==> config.mk <==
export PLATFORM = sky130hd
export DESIGN_NAME = sprite_rom_arbiter_flat
export DESIGN_NICKNAME = d
export VERILOG_FILES = /design/src/rtl/sprite_rom_pkg.sv /design/src/rtl/sprite_rom_arbiter_if.sv /design/src/rtl/rr_arbiter.sv /design/src/rtl/sprite_rom_arbiter.sv /design/src/flat_wrapper.sv
export SDC_FILE = /design/constraint.sdc
export NUM_CORES = 1
export LEC_CHECK = 0
export ABC_AREA = 1
export CAP_MARGIN = 20
export CORE_MARGIN = 3
export CORE_UTILIZATION = 27
export DETAILED_ROUTE_END_ITERATION = 8
export PLACE_DENSITY = 0.82
export REMOVE_ABC_BUFFERS = 1
export SLEW_MARGIN = 5
export SYNTH_ARGS = -nofsm -noshare
export SYNTH_HDL_FRONTEND = slang
export SYNTH_SLANG_ARGS = --single-unit
==> constraint.sdc <==
create_clock -name clk -period 1.3 [get_ports clk]
set_input_delay 0.13 -clock clk [delete_from_list [all_inputs] [get_ports clk]]
set_output_delay 0.13 -clock clk [all_outputs]
set_load 0.05 [all_outputs]
==> src/rtl/sprite_rom_pkg.sv <==
// ----------------------------------------------------------------------------
// sprite_rom_pkg
//   Shared constants and types for the sprite ROM arbiter.
//   - ADDR_W / DATA_W : default ROM address and palette-index widths
//   - IDLE_ADDR       : address presented when no read is issued
//   - BLANK_PAL       : palette index (black) returned to the pixel path
//   - rd_kind_t       : kind of read occupying a tag pipeline stage
//   - rd_tag_t        : {kind, requester id} carried alongside a ROM read
// ----------------------------------------------------------------------------
package sprite_rom_pkg;

    localparam int ADDR_W = 18;
    localparam int DATA_W = 5;

    localparam logic [ADDR_W-1:0] IDLE_ADDR = 18'd1706;
    localparam logic [DATA_W-1:0] BLANK_PAL = 5'd18;

    typedef enum logic [1:0] {
        NONE = 2'd0,
        PIX  = 2'd1,
        AUX  = 2'd2
    } rd_kind_t;

    typedef struct packed {
        rd_kind_t   kind;
        logic [1:0] id;
    } rd_tag_t;

endpackage

==> src/rtl/sprite_rom_arbiter_if.sv <==
// ----------------------------------------------------------------------------
// sprite_rom_arbiter_if
//   Bus bundle between the colour mapper / auxiliary readers / ROM and the
//   arbiter.
//   - blank, pix_addr, pix_q           : pixel path (blank=1 means active video)
//   - aux_req, aux_addr                : per-requester level request + address
//   - aux_gnt, aux_valid, aux_q        : grant, return strobe, shared return data
//   - rom_addr, rom_q                  : ROM address / data ports
//   master: the surrounding system (requesters + ROM); slave: the arbiter.
// ----------------------------------------------------------------------------
interface sprite_rom_arbiter_if #(
    parameter int N_AUX  = 2,
    parameter int ADDR_W = sprite_rom_pkg::ADDR_W,
    parameter int DATA_W = sprite_rom_pkg::DATA_W
);

    logic                          blank;
    logic [ADDR_W-1:0]             pix_addr;
    logic [DATA_W-1:0]             pix_q;
    logic [N_AUX-1:0]              aux_req;
    logic [N_AUX-1:0][ADDR_W-1:0]  aux_addr;
    logic [N_AUX-1:0]              aux_gnt;
    logic [N_AUX-1:0]              aux_valid;
    logic [DATA_W-1:0]             aux_q;
    logic [ADDR_W-1:0]             rom_addr;
    logic [DATA_W-1:0]             rom_q;

    modport master (
        output blank, pix_addr, aux_req, aux_addr, rom_q,
        input  pix_q, aux_gnt, aux_valid, aux_q, rom_addr
    );

    modport slave (
        input  blank, pix_addr, aux_req, aux_addr, rom_q,
        output pix_q, aux_gnt, aux_valid, aux_q, rom_addr
    );

endinterface

==> src/rtl/rr_arbiter.sv <==
// ----------------------------------------------------------------------------
// rr_arbiter
//   N-way round-robin arbiter with a combinational one-hot grant.
//   - clk, rst_n : clock, asynchronous active-low reset
//   - i_en       : grants are only produced while high
//   - i_req      : request vector
//   - o_gnt      : one-hot grant (all zero when disabled or no request)
//   The last-granted pointer resets to N-1 so requester 0 wins first, and
//   only moves when a grant is actually given.
// ----------------------------------------------------------------------------
module rr_arbiter #(
    parameter int N = 2
) (
    input  logic         clk,
    input  logic         rst_n,
    input  logic         i_en,
    input  logic [N-1:0] i_req,
    output logic [N-1:0] o_gnt
);

    localparam int PTR_W = (N > 1) ? $clog2(N) : 1;

    logic [PTR_W-1:0] r_last_gnt;
    logic [PTR_W-1:0] w_winner;
    logic             w_found;

    // Scan priorities in order last+1, last+2, ... (mod N); first hit wins.
    always_comb begin
        o_gnt    = '0;
        w_found  = 1'b0;
        w_winner = r_last_gnt;
        for (int unsigned k = 0; k < N; k++) begin
            for (int unsigned i = 0; i < N; i++) begin
                if (i_en && !w_found && i_req[i] &&
                    (i == ((32'(r_last_gnt) + 32'd1 + k) % N))) begin
                    o_gnt[i] = 1'b1;
                    w_found  = 1'b1;
                    w_winner = PTR_W'(i);
                end
            end
        end
    end

    always_ff @(posedge clk or negedge rst_n) begin
        if (!rst_n) begin
            r_last_gnt <= PTR_W'(N - 1);
        end else if (w_found) begin
            r_last_gnt <= w_winner;
        end
    end

endmodule

==> src/rtl/sprite_rom_arbiter.sv <==
// ----------------------------------------------------------------------------
// sprite_rom_arbiter
//   Shares the single-port sprite ROM between the pixel path and up to four
//   auxiliary readers (collision checker, HUD renderer, ...).
//   - clk, Reset_n : clock, asynchronous active-low reset
//   - bus (slave)  : pixel path, auxiliary request/grant/return, ROM ports
//   During active video (blank=1) the pixel address goes straight to the ROM.
//   During blanking one auxiliary requester per cycle is granted round-robin.
//   A ROM_LAT-deep tag pipeline tracks what each in-flight read was so its
//   data can be steered back to the pixel path or to the right requester.
// ----------------------------------------------------------------------------
module sprite_rom_arbiter #(
    parameter int                N_AUX     = 2,
    parameter int                ADDR_W    = sprite_rom_pkg::ADDR_W,
    parameter int                DATA_W    = sprite_rom_pkg::DATA_W,
    parameter int                ROM_LAT   = 1,
    parameter logic [ADDR_W-1:0] IDLE_ADDR = sprite_rom_pkg::IDLE_ADDR,
    parameter logic [DATA_W-1:0] BLANK_PAL = sprite_rom_pkg::BLANK_PAL
) (
    input  logic                 clk,
    input  logic                 Reset_n,
    sprite_rom_arbiter_if.slave  bus
);

    import sprite_rom_pkg::*;

    logic              w_en;
    logic [N_AUX-1:0]  w_gnt;
    logic [ADDR_W-1:0] w_aux_addr;
    rd_tag_t           w_issue;
    rd_tag_t           w_out;
    logic [N_AUX-1:0]  w_aux_valid;

    rd_tag_t           r_tag [ROM_LAT];

    assign w_en = ~bus.blank;

    rr_arbiter #(
        .N (N_AUX)
    ) u_arb (
        .clk   (clk),
        .rst_n (Reset_n),
        .i_en  (w_en),
        .i_req (bus.aux_req),
        .o_gnt (w_gnt)
    );

    // Issue side: select the winning auxiliary address and tag this read.
    always_comb begin
        w_aux_addr   = '0;
        w_issue.kind = NONE;
        w_issue.id   = '0;
        for (int unsigned i = 0; i < N_AUX; i++) begin
            if (w_gnt[i]) begin
                w_aux_addr = w_aux_addr | bus.aux_addr[i];
                w_issue.id = 2'(i);
            end
        end
        if (bus.blank) begin
            w_issue.kind = PIX;
            w_issue.id   = '0;
        end else if (|w_gnt) begin
            w_issue.kind = AUX;
        end
    end

    assign bus.rom_addr = bus.blank ? bus.pix_addr :
                          (|w_gnt)  ? w_aux_addr   : IDLE_ADDR;
    assign bus.aux_gnt  = w_gnt;

    // Tag shift register, aligned with the ROM's internal read latency.
    always_ff @(posedge clk or negedge Reset_n) begin
        if (!Reset_n) begin
            for (int unsigned i = 0; i < ROM_LAT; i++) begin
                r_tag[i] <= '{kind: NONE, id: 2'd0};
            end
        end else begin
            r_tag[0] <= w_issue;
            for (int unsigned i = 1; i < ROM_LAT; i++) begin
                r_tag[i] <= r_tag[i-1];
            end
        end
    end

    // Return side: the output-stage tag says who owns rom_q this cycle.
    assign w_out = r_tag[ROM_LAT-1];

    always_comb begin
        w_aux_valid = '0;
        for (int unsigned i = 0; i < N_AUX; i++) begin
            w_aux_valid[i] = (w_out.kind == AUX) && (w_out.id == 2'(i));
        end
    end

    assign bus.aux_valid = w_aux_valid;
    assign bus.aux_q     = bus.rom_q;
    assign bus.pix_q     = (w_out.kind == PIX) ? bus.rom_q : BLANK_PAL;

endmodule

==> src/flat_wrapper.sv <==
// flat-port wrapper written by rule: the top's interface ports become plain ports
module sprite_rom_arbiter_flat import sprite_rom_pkg::*;
#(
    parameter int                N_AUX     = 2,
    parameter int                ADDR_W    = sprite_rom_pkg::ADDR_W,
    parameter int                DATA_W    = sprite_rom_pkg::DATA_W,
    parameter int                ROM_LAT   = 1,
    parameter logic [ADDR_W-1:0] IDLE_ADDR = sprite_rom_pkg::IDLE_ADDR,
    parameter logic [DATA_W-1:0] BLANK_PAL = sprite_rom_pkg::BLANK_PAL
)
  (clk, Reset_n, bus_blank, bus_pix_addr, bus_aux_req, bus_aux_addr, bus_rom_q, bus_pix_q, bus_aux_gnt, bus_aux_valid, bus_aux_q, bus_rom_addr);
  sprite_rom_arbiter_if #(.N_AUX(N_AUX), .ADDR_W(ADDR_W), .DATA_W(DATA_W)) bus_i ();
  input  logic clk;
  input  logic Reset_n;
  input wire logic [$bits(bus_i.blank)-1:0] bus_blank;
  input wire logic [$bits(bus_i.pix_addr)-1:0] bus_pix_addr;
  input wire logic [$bits(bus_i.aux_req)-1:0] bus_aux_req;
  input wire logic [$bits(bus_i.aux_addr)-1:0] bus_aux_addr;
  input wire logic [$bits(bus_i.rom_q)-1:0] bus_rom_q;
  output wire logic [$bits(bus_i.pix_q)-1:0] bus_pix_q;
  output wire logic [$bits(bus_i.aux_gnt)-1:0] bus_aux_gnt;
  output wire logic [$bits(bus_i.aux_valid)-1:0] bus_aux_valid;
  output wire logic [$bits(bus_i.aux_q)-1:0] bus_aux_q;
  output wire logic [$bits(bus_i.rom_addr)-1:0] bus_rom_addr;
  assign bus_i.blank = bus_blank;
  assign bus_i.pix_addr = bus_pix_addr;
  assign bus_i.aux_req = bus_aux_req;
  assign bus_i.aux_addr = bus_aux_addr;
  assign bus_i.rom_q = bus_rom_q;
  assign bus_pix_q = bus_i.pix_q;
  assign bus_aux_gnt = bus_i.aux_gnt;
  assign bus_aux_valid = bus_i.aux_valid;
  assign bus_aux_q = bus_i.aux_q;
  assign bus_rom_addr = bus_i.rom_addr;
  sprite_rom_arbiter #(.N_AUX(N_AUX), .ADDR_W(ADDR_W), .DATA_W(DATA_W), .ROM_LAT(ROM_LAT), .IDLE_ADDR(IDLE_ADDR), .BLANK_PAL(BLANK_PAL)) u_core (.clk(clk), .Reset_n(Reset_n), .bus(bus_i));
endmodule
After elaboration in Yosys (flattened, before gate mapping). Cells that the tools add are included.

Flip-flop bits (word level): 4. Word-level logic and storage cells: 52.

Eq/ne operators: 3. Muxes and demuxes: 20. Bitwise operators: 2. $add $sub $neg: 2. Reductions and logical operators: 22.

Operators by type and width (count): 18-bit 2-to-1 mux (4); 32-bit zero test (2); 18-bit bitwise OR (1); 1-bit logical AND (13); 1-bit 2-to-1 mux (13); 5-bit 2-to-1 mux (1); 2-bit 2-to-1 mux (2); 4-bit nonzero test (1); 1-bit zero test (3); 1-bit adder (second input constant) (2); 2-bit by 1-bit equality test with 1-bit output (second input constant) (1); 2-bit equality test (second input constant) (1); 2-bit zero test (1); 2-bit AND reduction (1); 2-bit OR reduction (1); 1-bit equality test (second input constant) (1); 1-bit inverter (1).

Logic depth before layout (Yosys ltp).
Word-level depth: 22. Gate-level depth with buffers: 7.

Hierarchy. A second synthesis with hierarchy kept.

Cells, all modules: 128. Area total of the unflattened synthesis: 636.9 µm².

Modules (own cells, without submodules): sprite_rom_arbiter (area an instance 566.8 µm², instances 1, cells an instance 116); rr_arbiter (area an instance 70.1 µm², instances 1, cells an instance 12).

Worst setup path after synthesis. Ideal clock, no wire load.

Path type: register to output. Start point: register u_core.u_arb.r_last_gnt. End point: output port bus_rom_addr[16]. Arrival: 1673 ps. Stages on the path, launching flop included: 6. Setup slack: -503 ps. Buffers on the path: 0. Path through: dfstp_2 > inv_1 > nand2_2 > and2_1 > nand2_1 > nand3_1.

Elaborated cells on any way between the ends: 29. Those cells by class: 2 x add/sub; 10 x mux; 1 x bitwise; 16 x reduce/logical.

RTL lines: start, declared (line rr_arbiter.sv:23) `logic [PTR_W-1:0] r_last_gnt;`; start signal, assigned (line rr_arbiter.sv:46) `r_last_gnt <= PTR_W'(N - 1);`; start signal, assigned (line rr_arbiter.sv:48) `r_last_gnt <= w_winner;`; 1-bit adder * (line rr_arbiter.sv:35) `(i == ((32'(r_last_gnt) + 32'd1 + k) % N))) begin`; 32-bit zero test (line rr_arbiter.sv:35); 1-bit logical AND (line rr_arbiter.sv:34) `if (i_en && !w_found && i_req[i] &&`; 1-bit 2-to-1 mux (line rr_arbiter.sv:34); 1-bit zero test (line rr_arbiter.sv:34); 1-bit logical AND (3 in series) (line rr_arbiter.sv:34); 1-bit 2-to-1 mux (line rr_arbiter.sv:34); 1-bit zero test (line rr_arbiter.sv:34); 1-bit logical AND (3 in series) (line rr_arbiter.sv:34); 1-bit 2-to-1 mux * (line rr_arbiter.sv:34); via bus_aux_gnt[0] (line flat_wrapper.sv:21) `output wire logic [$bits(bus_i.aux_gnt)-1:0] bus_aux_gnt;`; 18-bit 2-to-1 mux (line sprite_rom_arbiter.sv:54) `if (w_gnt[i]) begin`; 18-bit bitwise OR (line sprite_rom_arbiter.sv:55) `w_aux_addr = w_aux_addr | bus.aux_addr[i];`; 18-bit 2-to-1 mux (line sprite_rom_arbiter.sv:54); 18-bit 2-to-1 mux * (line sprite_rom_arbiter.sv:68) `(|w_gnt) ? w_aux_addr : IDLE_ADDR;`; 18-bit 2-to-1 mux * (line sprite_rom_arbiter.sv:67) `assign bus.rom_addr = bus.blank ? bus.pix_addr :`; end, declared (line flat_wrapper.sv:24) `output wire logic [$bits(bus_i.rom_addr)-1:0] bus_rom_addr;`.

Mark *: on every way through the listed nets, which the timed path passes. The rest lies on a longest branch.

Final worst setup path.
Start point: input port bus_aux_req[0]. End point: output port bus_rom_addr[3].

Cells in the longest elaborated chain, start to end: 21. Elaborated cells on any way between the ends: 26. Those cells by class: 10 x mux; 1 x bitwise; 15 x reduce/logical.

RTL lines: start, declared (line flat_wrapper.sv:17) `input wire logic [$bits(bus_i.aux_req)-1:0] bus_aux_req;`; 1-bit logical AND (2 in series) (line rr_arbiter.sv:34); 1-bit 2-to-1 mux (line rr_arbiter.sv:34); 1-bit zero test (line rr_arbiter.sv:34); 1-bit logical AND (3 in series) (line rr_arbiter.sv:34); 1-bit 2-to-1 mux (line rr_arbiter.sv:34); 1-bit zero test (line rr_arbiter.sv:34); 1-bit logical AND (3 in series) (line rr_arbiter.sv:34); 1-bit 2-to-1 mux (line rr_arbiter.sv:34); 1-bit zero test (line rr_arbiter.sv:34); 1-bit logical AND (3 in series) (line rr_arbiter.sv:34); 1-bit 2-to-1 mux (line rr_arbiter.sv:34); 18-bit 2-to-1 mux or 2-bit OR reduction (tied branches) (line sprite_rom_arbiter.sv:54, sprite_rom_arbiter.sv:68); 18-bit 2-to-1 mux * (line sprite_rom_arbiter.sv:68); 18-bit 2-to-1 mux * (line sprite_rom_arbiter.sv:67).

Mark *: on every way between the ends. The rest lies on a longest branch, timed or not.

==> metrics.yaml <==
status:
  status: "complete, but fails checks"
  violations: "negative setup slack"
placement:
  dpl.hpwl_mm: 2.99
  io_buffers: 95
  place_ws_ps: -458
  dpl.cell_count: 262
  gp_congestion: 0.819
sta:
  hold_violations: 0
  setup_ws_ps: -459
  post-route-period-util_pct: 135
  drv_slew: 0
  setup_viol: 23
  skew_ps: 18.2
  fmax_mhz: 569
  rsz0062_at_grt: "yes"
  tns_ps: -7940
  post-route-min-period_ps: 1760
  worst_slew_pin_slew_ps: 322
  max-slew-margin-rel_pct: 78.5
detailed_routing:
  initialDrtViolationCount: 62
  vias: 1478
  vias_per_cell: 5.32
  drc_errors: 0
  postRouteAntennaNets: 0
  drt_first_pass_iters: 4
  routedWlPerCell_um: 21.7
  routed_wirelength_mm: 6.05
power_and_ir_drop:
  ir_drop_mv: 0.684
  p_clk_share_pct: 11.8
  combPwrFrac_pct: 79.2
  leakage_uw: 0.00118
  switching_power_uw: 740
  seqPwrFrac_pct: 9.0
  power_density_nw_per_um2: 630
  p_int_uw: 928
  p_sw_share_pct: 44.4
setup_path:
  critPathKind: "in -> out"
  startpoint_type: "primary input"
  worstPathRequired_ps: 1170
  reg2reg_from: "u_core.u_arb.r_last_gnt"
  r2r_slack_ps: 70
  r2r_cells: 5
  crit_arrival_ps: 1630
  cp_max_fo: 5
  end_kind: "primary output"
  r2r-end: "u_core.u_arb.r_last_gnt"
floorplan:
  die_area_um2: 3650
  die_y_um: 60.4
  pin_count: 96
  num_rows: 19
  die_w_um: 60.4
  core_area_um2: 2780
  initial_core_util_pct: 28.7
global_route:
  antenna_found_initial: 0
  grt_pass1_vias: 1415
  grt_pass1_wl_mm: 6.07
  track_usage_pct: 23.1
  grt_max_degree: 10
  grt-ovfl-total: 0
finish:
  layout-drive-gt1-share_pct: 55.9
  finalNonFillerCells: 278
  final_util_pct: 95.1
  finalNetCount: 312
  diodes: 0
  areaGrowthSynthToFinish_pct: 231
min_path:
  min_path_type: "in -> async"
cts:
  ctsHoldBuffers: 0
  htreeDepth: 1
  cts_buffer_depth: 2
  cts_tree: "built"
  clkTransAtPathRegs_ps: 60
  cts.sinks: 4
  insertion_delay_ps: 270
  cts_buffers: 3
  clock-root-buffer: "clkbuf_4"
synthesis:
  synth_seq_cells: 4
  syn_inst: 124
  yosysSeqAreaShare_pct: 12.7
  async_reset_ff_share_pct: 100
  synth_edf_count: 0
  synthTopCellsByArea: "nand3_1 (19%), o211ai_2 (13%), inv_1 (12%)"
  synth_top_area_cell: "nand3_1"
  synth.cell_area_um2: 800
  yosysWarnings: 0
  ys_types: 24
  avgSynthCellArea_um2: 6.45
  yosys_most_used_dff: "dfrtp_1"
  synth_top_area_share_pct: 18.8
job:
  cap_violations: 0
[per-stage QoR]
stage / area [µm²] / total power [µW] / hold WS [ps]
after floorplan: 717 / 551 / -166
after global placement: 2190 / 1210 / 340
after detailed placement: 2190 / 1230 / 344
after CTS: 2420 / 1510 / 84.1
after global routing: 2650 / 1710 / 63.3
final: 2650 / 1670 / 66.1
[cells in the final DEF, fill, tap and decap left out, drive strengths merged]
cell type	n
dlygate4sd2	1
o211ai	11
nand3	31
nor3b	1
o21ai	1
a21oi	1
nor2	5
clkbuf	7
dfstp	1
dfrtp	3
nor3	1
or2	8
and2	1
clkdlybuf4s50	62
inv	27
nand2	23
buf	63
[repair_timing]
action,in CTS,in global routing
buffers inserted,6,5
gates resized for setup,39,44
endpoints found under the setup margin,25,26
gates cloned,1,0
pin swaps,8,13
[cell type report]
cell class	instances	area, µm²
repair buffers	129	1620
multi-input cells	83	754
fillers	68	135
inverters	27	106
flip-flops and latches	4	103
well taps	31	38.8
clock buffers	4	26.3
[critical path, cell delays in order]
cell	delay, ps
clkdlybuf4s50_1	530
inv_2	90
nor2_4	220
buf_4	180
nand3_1	120
nand3_2	100
nand2_2	60
inv_2	70
buf_12	130
[sequential cells by signal, summed over array words and instances, names as in the netlist]
name / count
u_core.r_tag: 3
u_core.u_arb.r_last_gnt: 1
[worst max path at each step]
stage               slack [ps]          endpoint                    start
detailed placement        -460   bus_rom_addr[7]                bus_blank
floorplan                 -600  bus_rom_addr[16]  u_core.u_arb.r_last_gnt
finish                    -460   bus_rom_addr[3]           bus_aux_req[0]
global placement          -430   bus_rom_addr[5]                bus_blank
CTS                       -350   bus_rom_addr[1]  u_core.u_arb.r_last_gnt
global route              -470   bus_rom_addr[1]  u_core.u_arb.r_last_gnt
[cell usage after synthesis (3+ instances only)]
cell type / number
nand3_1: 30
inv_1: 25
nand2_1: 21
o211ai_2: 8
or2_2: 8
buf_4: 6
buf_6: 3
dfrtp_1: 3
nor2_1: 3
o211ai_1: 3
[kinds of logic after synthesis]
family                 Yosys count  share of synthesized area, %
and+or+nand+nor                 70                          46.9
buffers and inverters           37                          23.3
AOI/OAI and AO/OA               13                          17.1
DFF                              4                          12.7
[power by group through the flow]
stage / logic, µW / registers, µW / clock network [µW]
after CTS: 1180 / 147 / 179
after global routing: 1360 / 151 / 204
after global placement: 1070 / 146 / 0
after floorplan: 406 / 145 / 0
final: 1320 / 150 / 196
after detailed placement: 1080 / 147 / 0
[layer usage]
| metal | part of all wire [%] | GRT usage (%) | up-vias |
|---|---|---|---|
| li1 | - | - | 640 |
| met1 | 32 | 20.2 | 696 |
| met2 | 54 | 45.4 | 119 |
| met3 | 9.2 | 7.66 | 23 |
| met4 | 4.5 | 13.0 | 0 |
| met5 | 0 | 0 | - |
Power figures use the tool's default switching activity.
